File: src/rtl/inv_park_module.sv
// Inverse Park transform (d/q -> alpha/beta) for the current loop. One shared
// signed multiplier is time-multiplexed over four product states.
module inv_park_module #(
  parameter int DATA_WIDTH = 16
) (
  input  logic                         sys_clk,
  input  logic                         reset,
  input  logic                         system_initilization_done_in,
  input  logic                         inv_park_enable_in,
  input  logic signed [DATA_WIDTH-1:0] Ud_in,
  input  logic signed [DATA_WIDTH-1:0] Uq_in,
  input  logic signed [DATA_WIDTH-1:0] sin_theta_in,
  input  logic signed [DATA_WIDTH-1:0] cos_theta_in,
  output logic signed [DATA_WIDTH-1:0] U_alpha_out,
  output logic signed [DATA_WIDTH-1:0] U_beta_out,
  output logic                         svpwm_cal_enable_out,
  output logic                         busy_out
);

  localparam int PW = 2 * DATA_WIDTH;
  localparam int SW = PW + 1;

  localparam logic [2:0] IDLE = 3'd0;
  localparam logic [2:0] MUL0 = 3'd1;
  localparam logic [2:0] MUL1 = 3'd2;
  localparam logic [2:0] MUL2 = 3'd3;
  localparam logic [2:0] MUL3 = 3'd4;
  localparam logic [2:0] SUM  = 3'd5;
  localparam logic [2:0] OUT  = 3'd6;

  // Symmetric clamp: the most negative code is never produced.
  localparam logic signed [SW-1:0] SAT_POS = {{(SW-DATA_WIDTH+1){1'b0}}, {(DATA_WIDTH-1){1'b1}}};
  localparam logic signed [SW-1:0] SAT_NEG = -SAT_POS;

  typedef struct packed {
    logic signed [DATA_WIDTH-1:0] ud;
    logic signed [DATA_WIDTH-1:0] uq;
    logic signed [DATA_WIDTH-1:0] sin_t;
    logic signed [DATA_WIDTH-1:0] cos_t;
  } operands_t;

  logic [2:0]                   state;
  operands_t                    hold;
  logic signed [DATA_WIDTH-1:0] mul_a, mul_b;
  logic signed [PW-1:0]         mul_a_ext, mul_b_ext, product;
  logic signed [PW-1:0]         p_ud_cos, p_uq_sin, p_ud_sin, p_uq_cos;
  logic signed [SW-1:0]         sum_alpha, sum_beta;
  logic signed [DATA_WIDTH-1:0] alpha_sat, beta_sat;

  function automatic logic signed [DATA_WIDTH-1:0] scale_sat(input logic signed [SW-1:0] s);
    logic signed [SW-1:0] sh;
    sh = s >>> (DATA_WIDTH - 1);
    if (sh > SAT_POS)      scale_sat = SAT_POS[DATA_WIDTH-1:0];
    else if (sh < SAT_NEG) scale_sat = SAT_NEG[DATA_WIDTH-1:0];
    else                   scale_sat = sh[DATA_WIDTH-1:0];
  endfunction

  // Operand steering for the shared multiplier.
  always_comb begin
    mul_a = hold.ud;
    mul_b = hold.cos_t;
    case (state)
      MUL1: begin mul_a = hold.uq; mul_b = hold.sin_t; end
      MUL2: begin mul_a = hold.ud; mul_b = hold.sin_t; end
      MUL3: begin mul_a = hold.uq; mul_b = hold.cos_t; end
      default: ;
    endcase
  end

  assign mul_a_ext = PW'(mul_a);
  assign mul_b_ext = PW'(mul_b);
  assign product   = mul_a_ext * mul_b_ext;

  assign alpha_sat = scale_sat(sum_alpha);
  assign beta_sat  = scale_sat(sum_beta);

  always_ff @(posedge sys_clk) begin
    if (reset) begin
      state                <= IDLE;
      hold                 <= '0;
      p_ud_cos             <= '0;
      p_uq_sin             <= '0;
      p_ud_sin             <= '0;
      p_uq_cos             <= '0;
      sum_alpha            <= '0;
      sum_beta             <= '0;
      U_alpha_out          <= '0;
      U_beta_out           <= '0;
      svpwm_cal_enable_out <= 1'b0;
      busy_out             <= 1'b0;
    end else begin
      svpwm_cal_enable_out <= 1'b0;
      // Losing system init aborts silently; outputs keep the last result.
      if (state != IDLE && !system_initilization_done_in) begin
        state    <= IDLE;
        busy_out <= 1'b0;
      end else begin
        case (state)
          IDLE: begin
            if (inv_park_enable_in && system_initilization_done_in) begin
              hold     <= '{ud: Ud_in, uq: Uq_in, sin_t: sin_theta_in, cos_t: cos_theta_in};
              state    <= MUL0;
              busy_out <= 1'b1;
            end
          end
          MUL0: begin p_ud_cos <= product; state <= MUL1; end
          MUL1: begin p_uq_sin <= product; state <= MUL2; end
          MUL2: begin p_ud_sin <= product; state <= MUL3; end
          MUL3: begin p_uq_cos <= product; state <= SUM;  end
          SUM: begin
            sum_alpha <= SW'(p_ud_cos) - SW'(p_uq_sin);
            sum_beta  <= SW'(p_ud_sin) + SW'(p_uq_cos);
            state     <= OUT;
          end
          OUT: begin
            U_alpha_out          <= alpha_sat;
            U_beta_out           <= beta_sat;
            svpwm_cal_enable_out <= 1'b1;
            busy_out             <= 1'b0;
            state                <= IDLE;
          end
          default: begin
            state    <= IDLE;
            busy_out <= 1'b0;
          end
        endcase
      end
    end
  end

endmodule

File: config.mk
export PLATFORM = sky130hd
export DESIGN_NAME = inv_park_module
export DESIGN_NICKNAME = d
export VERILOG_FILES = /design/src/rtl/inv_park_module.sv
export SDC_FILE = /design/constraint.sdc
export NUM_CORES = 1
export LEC_CHECK = 0
export ABC_AREA = 1
export CAP_MARGIN = 10
export CORE_MARGIN = 4
export CORE_UTILIZATION = 58
export CTS_BUF_LIST = sky130_fd_sc_hd__clkbuf_4
export DETAILED_ROUTE_END_ITERATION = 7
export HOLD_SLACK_MARGIN = 0.06
export PLACE_DENSITY = 0.8
export SYNTH_ARGS = -nofsm -noshare
export SYNTH_HDL_FRONTEND = slang
export SYNTH_SLANG_ARGS = --single-unit
File: constraint.sdc
create_clock -name sys_clk -period 6.51 [get_ports sys_clk]
set_input_delay 1.302 -clock sys_clk [delete_from_list [all_inputs] [get_ports sys_clk]]
set_output_delay 1.302 -clock sys_clk [all_outputs]
set_load 0.01 [all_outputs]
==> flow_summary.json, run 1 <==
{
  "layout-drive-gt1-share_pct": 13.0,
  "cts_root_buffer": "clkbuf_4",
  "finClkSkew_ps": 92.6,
  "cts_buffers": 73,
  "r2r_start": "state[2]",
  "cts_buffer_depth": 3,
  "htree_levels": 3,
  "tightest_slew_ps": 1100,
  "wirelength_um": 74000,
  "first_pass_iters": 8,
  "cts_tree": "done",
  "wl_per_cell_um": 17.0,
  "hold_class": "register to register",
  "ios": 102,
  "reg2reg_setup_slack_ps": 50,
  "synth_edf_count": 0,
  "yosysUniqueCellTypes": 45,
  "post-route-period-util_pct": 99.2,
  "dp_hpwl_um": 58700,
  "power_mw": 7.01,
  "drt-initial-drc-count": 2372,
  "synth-seq-cells": 265,
  "gp_congestion": 1.04,
  "grt_pass1_wl_um": 118000,
  "fin_area_sq_mm": 0.0291,
  "synth_ff_type": "dfxtp_1",
  "maxSlewHeadroom_pct": 27.0,
  "setup_tns_ps": 0,
  "syn_to_final_growth_pct": 17.3,
  "io_buffers": 101,
  "die_area_sq_mm": 0.0462,
  "grt_usage_pct": 31.6,
  "mostFrequentLayoutCell": "inv_1",
  "nets": 4248,
  "clkTransAtPathRegs_ps": 70,
  "whs_path_depth": 2,
  "cts_sinks": 265,
  "crit_top_cell": "inv_2",
  "die_w_um": 215,
  "ir_drop_uv": 169,
  "core_sq_mm": 0.0421,
  "min_to": "hold[0]",
  "start_util_pct": 58.9,
  "placed_cell_area_sq_mm": 0.0275,
  "grt_overflow": 0,
  "grt_pass1_vias": 23342,
  "syn_nets": 3989,
  "syn_area_sq_mm": 0.0248,
  "required_ps": 7260,
  "antenna_found_initial": 2,
  "crit_buf_inv": 9,
  "outcome": "finished, final reports clean",
  "worst-path-max-fanout": 8,
  "setup_violations": 0,
  "std_cell_rows": 75,
  "vias_per_cell": 5.47,
  "ant_nets": 0,
  "path_class": "register to register",
  "r2r_cells": 27,
  "yosysWarnings": 0,
  "post-route-min-period_ps": 6460,
  "cp-start-kind": "register",
  "async_flop_share_pct": 0,
  "cpLargestDelayFamily": "adder cells",
  "insertion_delay_ps": 900,
  "layout_common_cells": "inv_1 (751), nand2_1 (610), nor2_1 (402)",
  "drcViolationCount": 0,
  "hp-start": "hold[0]",
  "max_stage_delay_ps": 560,
  "worst_slack_ps": 52.2,
  "r2r_end": "p_uq_sin[31]",
  "p_per_area_mw_per_mm2": 241,
  "grt_max_degree": 100,
  "arrival_ps": 7210,
  "worst_path_max_delay_cell": "fa_2",
  "postSynthAreaPerCell_sq_um": 7.06,
  "drv_cap": 0,
  "seq_area_frac_synth_pct": 21.4,
  "endpoint_kind": "register",
  "synthCells": 3515,
  "max_freq_ghz": 0.155,
  "p_leak_nw": 14.8,
  "post-place-ws_ps": -258,
  "fp.dieH_um": 215,
  "fillCellCount": 3531,
  "vias": 23871,
  "drv_slew": 0,
  "rsz0062_at_grt": "yes",
  "hold_viol": 0
}
stage by stage:
stage	util [%]	cells	hold WS, ps
floorplan	-	3515	424
CTS	67.6	4351	446
global placement	65.3	4227	435
detailed placement	65.3	4227	437
finish	69.1	4364	445
global route	69.1	4362	468
worst reg2reg max path, delay by kind of cell, from the launching register on:
| family | cells | cell delay, ps |
|---|---|---|
| AND/OR/NAND/NOR | 10 | 1470 |
| flip-flops | 1 | 390 |
| adder cells (fa/ha/maj) | 7 | 3410 |
| buffers and inverters | 9 | 740 |
| AO/OA/AOI/OAI | 1 | 370 |
worst max-delay path by stage:
stage,startpoint,cells after the start,slack (ps),endpoint
4_1_cts,state[2],28,8,p_uq_sin[25]
3_3_place_gp,state[1],28,-260,p_uq_sin[31]
2_1_floorplan,state[1],30,290,p_uq_sin[30]
6_report,state[2],27,50,p_uq_sin[31]
5_1_grt,state[2],29,-200,p_uq_sin[31]
3_5_place_dp,state[1],29,-260,p_uq_sin[31]
synthesized netlist by cell type, types with 12 or more instances:
| library cell | number | area share (%) |
|---|---|---|
| inv_1 | 768 | 12 |
| nand2_1 | 635 | 9.6 |
| nor2_1 | 425 | 6.4 |
| dfxtp_1 | 265 | 21 |
| fa_1 | 262 | 21 |
| a21oi_1 | 257 | 5.2 |
| nand3_1 | 224 | 4.5 |
| o21ai_0 | 193 | 3.9 |
| ha_1 | 144 | 7.3 |
| clkbuf_1 | 46 | 0.70 |
| buf_2 | 43 | 0.87 |
| o211ai_1 | 31 | 0.94 |
| nand4_1 | 28 | 0.71 |
| nor3_1 | 23 | 0.46 |
| inv_2 | 21 | 0.32 |
| o21ai_4 | 16 | 1.0 |
| o21bai_1 | 16 | 0.48 |
| xor2_1 | 16 | 0.56 |
| o21ai_2 | 12 | 0.42 |
flip-flops by register name, summed over array words and instances, names as in the netlist, 3 cells and up:
register     count
U_alpha_out     16
U_beta_out      16
hold            64
p_ud_cos        32
p_ud_sin        32
p_uq_cos        32
p_uq_sin        32
state            3
sum_alpha       18
sum_beta        18
routing by layer:
layer,global-route usage [%],routed length (um)
met5,0,0
met4,11.4,2880
met3,8.81,8080
met2,47.9,31700
met1,43.7,31300
logic make-up (layout without fill, tap and decap cells):
kind of cell	Yosys count	count (layout)	share of synthesized area (%)
adders and majority gates	406	406	28.4
other	0	4	0
DFF	265	265	21.4
buffers and inverters	896	1202	14.0
and+or+nand+nor	1376	1376	22.8
xor gates and xnor gates	21	21	0.741
AOI/OAI and AO/OA	551	551	12.7
repair_timing:
action | in CTS | in global routing
setup endpoints to repair | 42 | 83
resized for setup | 16 | 142
pin swaps | 7 | 45
buffers inserted | 2 | 8
cloned | 0 | 1
hold buffers | 0 | 0
power breakdown:
| part | switching, mW | internal [mW] |
|---|---|---|
| clock | 0.772 | 0.760 |
| combinational | 2.28 | 1.48 |
| sequential | 0.0334 | 1.68 |
layout make-up:
type                    instances  area [sq um]  share of cell area (%)
diodes                          4          10.0                  0.0344
inverters                     790          2990                    10.3
flip-flops and latches        265          5310                    18.2
clock inverters                21           138                   0.473
multi-input cells            2354         16600                    57.0
well taps                     539           674                    2.32
repair buffers                290          2630                    9.04
clock buffers                 101           758                    2.60
Note: power is estimated with default switching activity, not from simulation.
==> run 2, diff against run 1 <==
--- a/config.mk
+++ b/config.mk
@@ -6,7 +6,7 @@
 export NUM_CORES = 1
 export LEC_CHECK = 0
 export ABC_AREA = 1
-export CAP_MARGIN = 10
+export CAP_MARGIN = 20
 export CORE_MARGIN = 4
 export CORE_UTILIZATION = 58
 export CTS_BUF_LIST = sky130_fd_sc_hd__clkbuf_4
==> run 2 against run 1 <==
  * Power barely moved
  * Sequential share of layout area barely moved
  * Combinational power barely moved
  * Largest cell class unchanged
==> flow_summary.json, run 2 (synthesized netlist as in run 1, its figures left out) <==
{
  "met2WireLength_um": 31900,
  "drcViolationCount": 0,
  "insertion_delay_ps": 900,
  "outcome": "finished, final reports clean",
  "fp.dieH_um": 215,
  "mostFrequentLayoutCell": "inv_1",
  "placed_cells": 4227,
  "vias_per_cell": 5.49,
  "finClkSkew_ps": 94.7,
  "grt_overflow": 0,
  "cts_buffers": 73,
  "p_leak_nw": 14.8,
  "layout-drive-gt1-share_pct": 13.0,
  "p_comb_share_pct": 53.6,
  "first_pass_iters": 8,
  "crit_top_cell": "inv_2",
  "io_buffers": 101,
  "std_cell_rows": 75,
  "layout_common_cells": "inv_1 (751), nand2_1 (610), nor2_1 (402)",
  "hold_class": "register to register",
  "swShare_pct": 44.1,
  "largest_reg_flops": 64,
  "antenna_found_initial": 2,
  "reg2reg_setup_slack_ps": 70,
  "drv_cap": 0,
  "final_cells": 4364,
  "p_sw_mw": 3.09,
  "cp-start-kind": "register",
  "maxSlewHeadroom_pct": 27.0,
  "tightest_slew_ps": 1090,
  "max_stage_delay_ps": 560,
  "ios": 102,
  "rsz0062_at_grt": "yes",
  "wl_per_cell_um": 17.0,
  "fin_area_sq_mm": 0.0291,
  "max_freq_ghz": 0.155,
  "wirelength_um": 74000,
  "drt-initial-drc-count": 2247,
  "cts_buffer_depth": 3,
  "post-route-min-period_ps": 6440,
  "arrival_ps": 7190,
  "cts_root_buffer": "clkbuf_4",
  "grt_max_degree": 100,
  "r2r_cells": 27,
  "highest_layer": "met4",
  "path_class": "register to register",
  "setup_tns_ps": 0,
  "hold_viol": 0,
  "start_util_pct": 58.9,
  "startpoint": "state[2]",
  "gp_congestion": 1.04,
  "drv_slew": 0,
  "pwr-share-clk_pct": 21.9,
  "wl_met1_um": 31200,
  "p_seq_share_pct": 24.5,
  "wl_met3_um": 8200,
  "r2r_end": "p_uq_sin[31]",
  "die_area_sq_mm": 0.0462,
  "die_w_um": 215,
  "cts_sinks": 265,
  "nets": 4249,
  "postCtsHoldBufs": 0,
  "vias": 23955,
  "placed_cell_area_sq_mm": 0.0275,
  "grt_pass1_vias": 23342,
  "required_ps": 7250,
  "largest_register": "hold",
  "core_sq_mm": 0.0421,
  "htree_levels": 3,
  "endpoint_kind": "register",
  "p_int_mw": 3.92,
  "p_per_area_mw_per_mm2": 241,
  "cts_tree": "done",
  "dp_hpwl_um": 58700,
  "worst_path_max_delay_cell": "fa_2",
  "syn_to_final_growth_pct": 17.3,
  "worst-path-max-fanout": 8,
  "whs_path_depth": 2,
  "grt_pass1_wl_um": 118000,
  "post-route-period-util_pct": 99.0,
  "ant_nets": 0,
  "grt_usage_pct": 31.6,
  "ir_drop_uv": 167,
  "clkTransAtPathRegs_ps": 70,
  "cp-endpoint": "p_uq_sin[31]",
  "r2r_start": "state[2]",
  "setup_violations": 0
}
run 2: metal layers:
metal	track usage [%]	vias up
li1	-	11367
met1	43.7	11209
met2	47.9	1165
met3	8.81	214
met4	11.4	0
met5	0	-
run 2: area by class of cell:
| type | instances | area [sq um] |
|---|---|---|
| inverters | 790 | 2990 |
| clock buffers | 101 | 758 |
| multi-input cells | 2354 | 16600 |
| well taps | 539 | 674 |
| clock inverters | 21 | 138 |
| fillers | 3530 | 13000 |
| flip-flops and latches | 265 | 5310 |
| repair buffers | 291 | 2640 |
| diodes | 3 | 7.51 |
run 2: worst min-delay path by stage:
stage          slack, ps  endpoint  startpoint
6_report             450   hold[0]     hold[0]
3_5_place_dp         440   hold[6]     hold[6]
3_3_place_gp         430  hold[14]    hold[14]
4_1_cts              450   hold[6]     hold[6]
5_1_grt              470   hold[0]     hold[0]
2_1_floorplan        420   hold[0]     hold[0]
run 2: power groups by stage:
| stage | sequential (mW) | clock [mW] | combinational, mW |
|---|---|---|---|
| final | 1.72 | 1.53 | 3.76 |
| after global routing | 1.72 | 1.64 | 4.11 |
| after CTS | 1.72 | 1.56 | 3.31 |
| after detailed placement | 1.75 | 0 | 3.26 |
| after global placement | 1.75 | 0 | 3.18 |
| after floorplan | 1.74 | 0 | 2.03 |
run 2: critical path: cells and delay by family, from the launching register on:
kind	cells	cell delay, ps
compound gates	1	370
fa+ha+maj	7	3410
buf+inv	9	710
flops	1	390
simple gates	10	1440
run 2: per-stage QoR:
step                util [%]  hold WS [ps]  setup slack, ps  total power, mW
floorplan                  -           424              291             3.77
global placement        65.3           435             -258             4.93
detailed placement      65.3           437             -258             5.01
CTS                     67.6           446             8.48             6.59
global route            69.1           468             -199             7.47
finish                  69.1           445             66.0             7.01
run 2: repair_timing:
item,CTS,global route
setup buffers,2,8
setup endpoints to repair,42,83
gates resized for setup,16,142
gates cloned,0,1
pin swaps,7,45
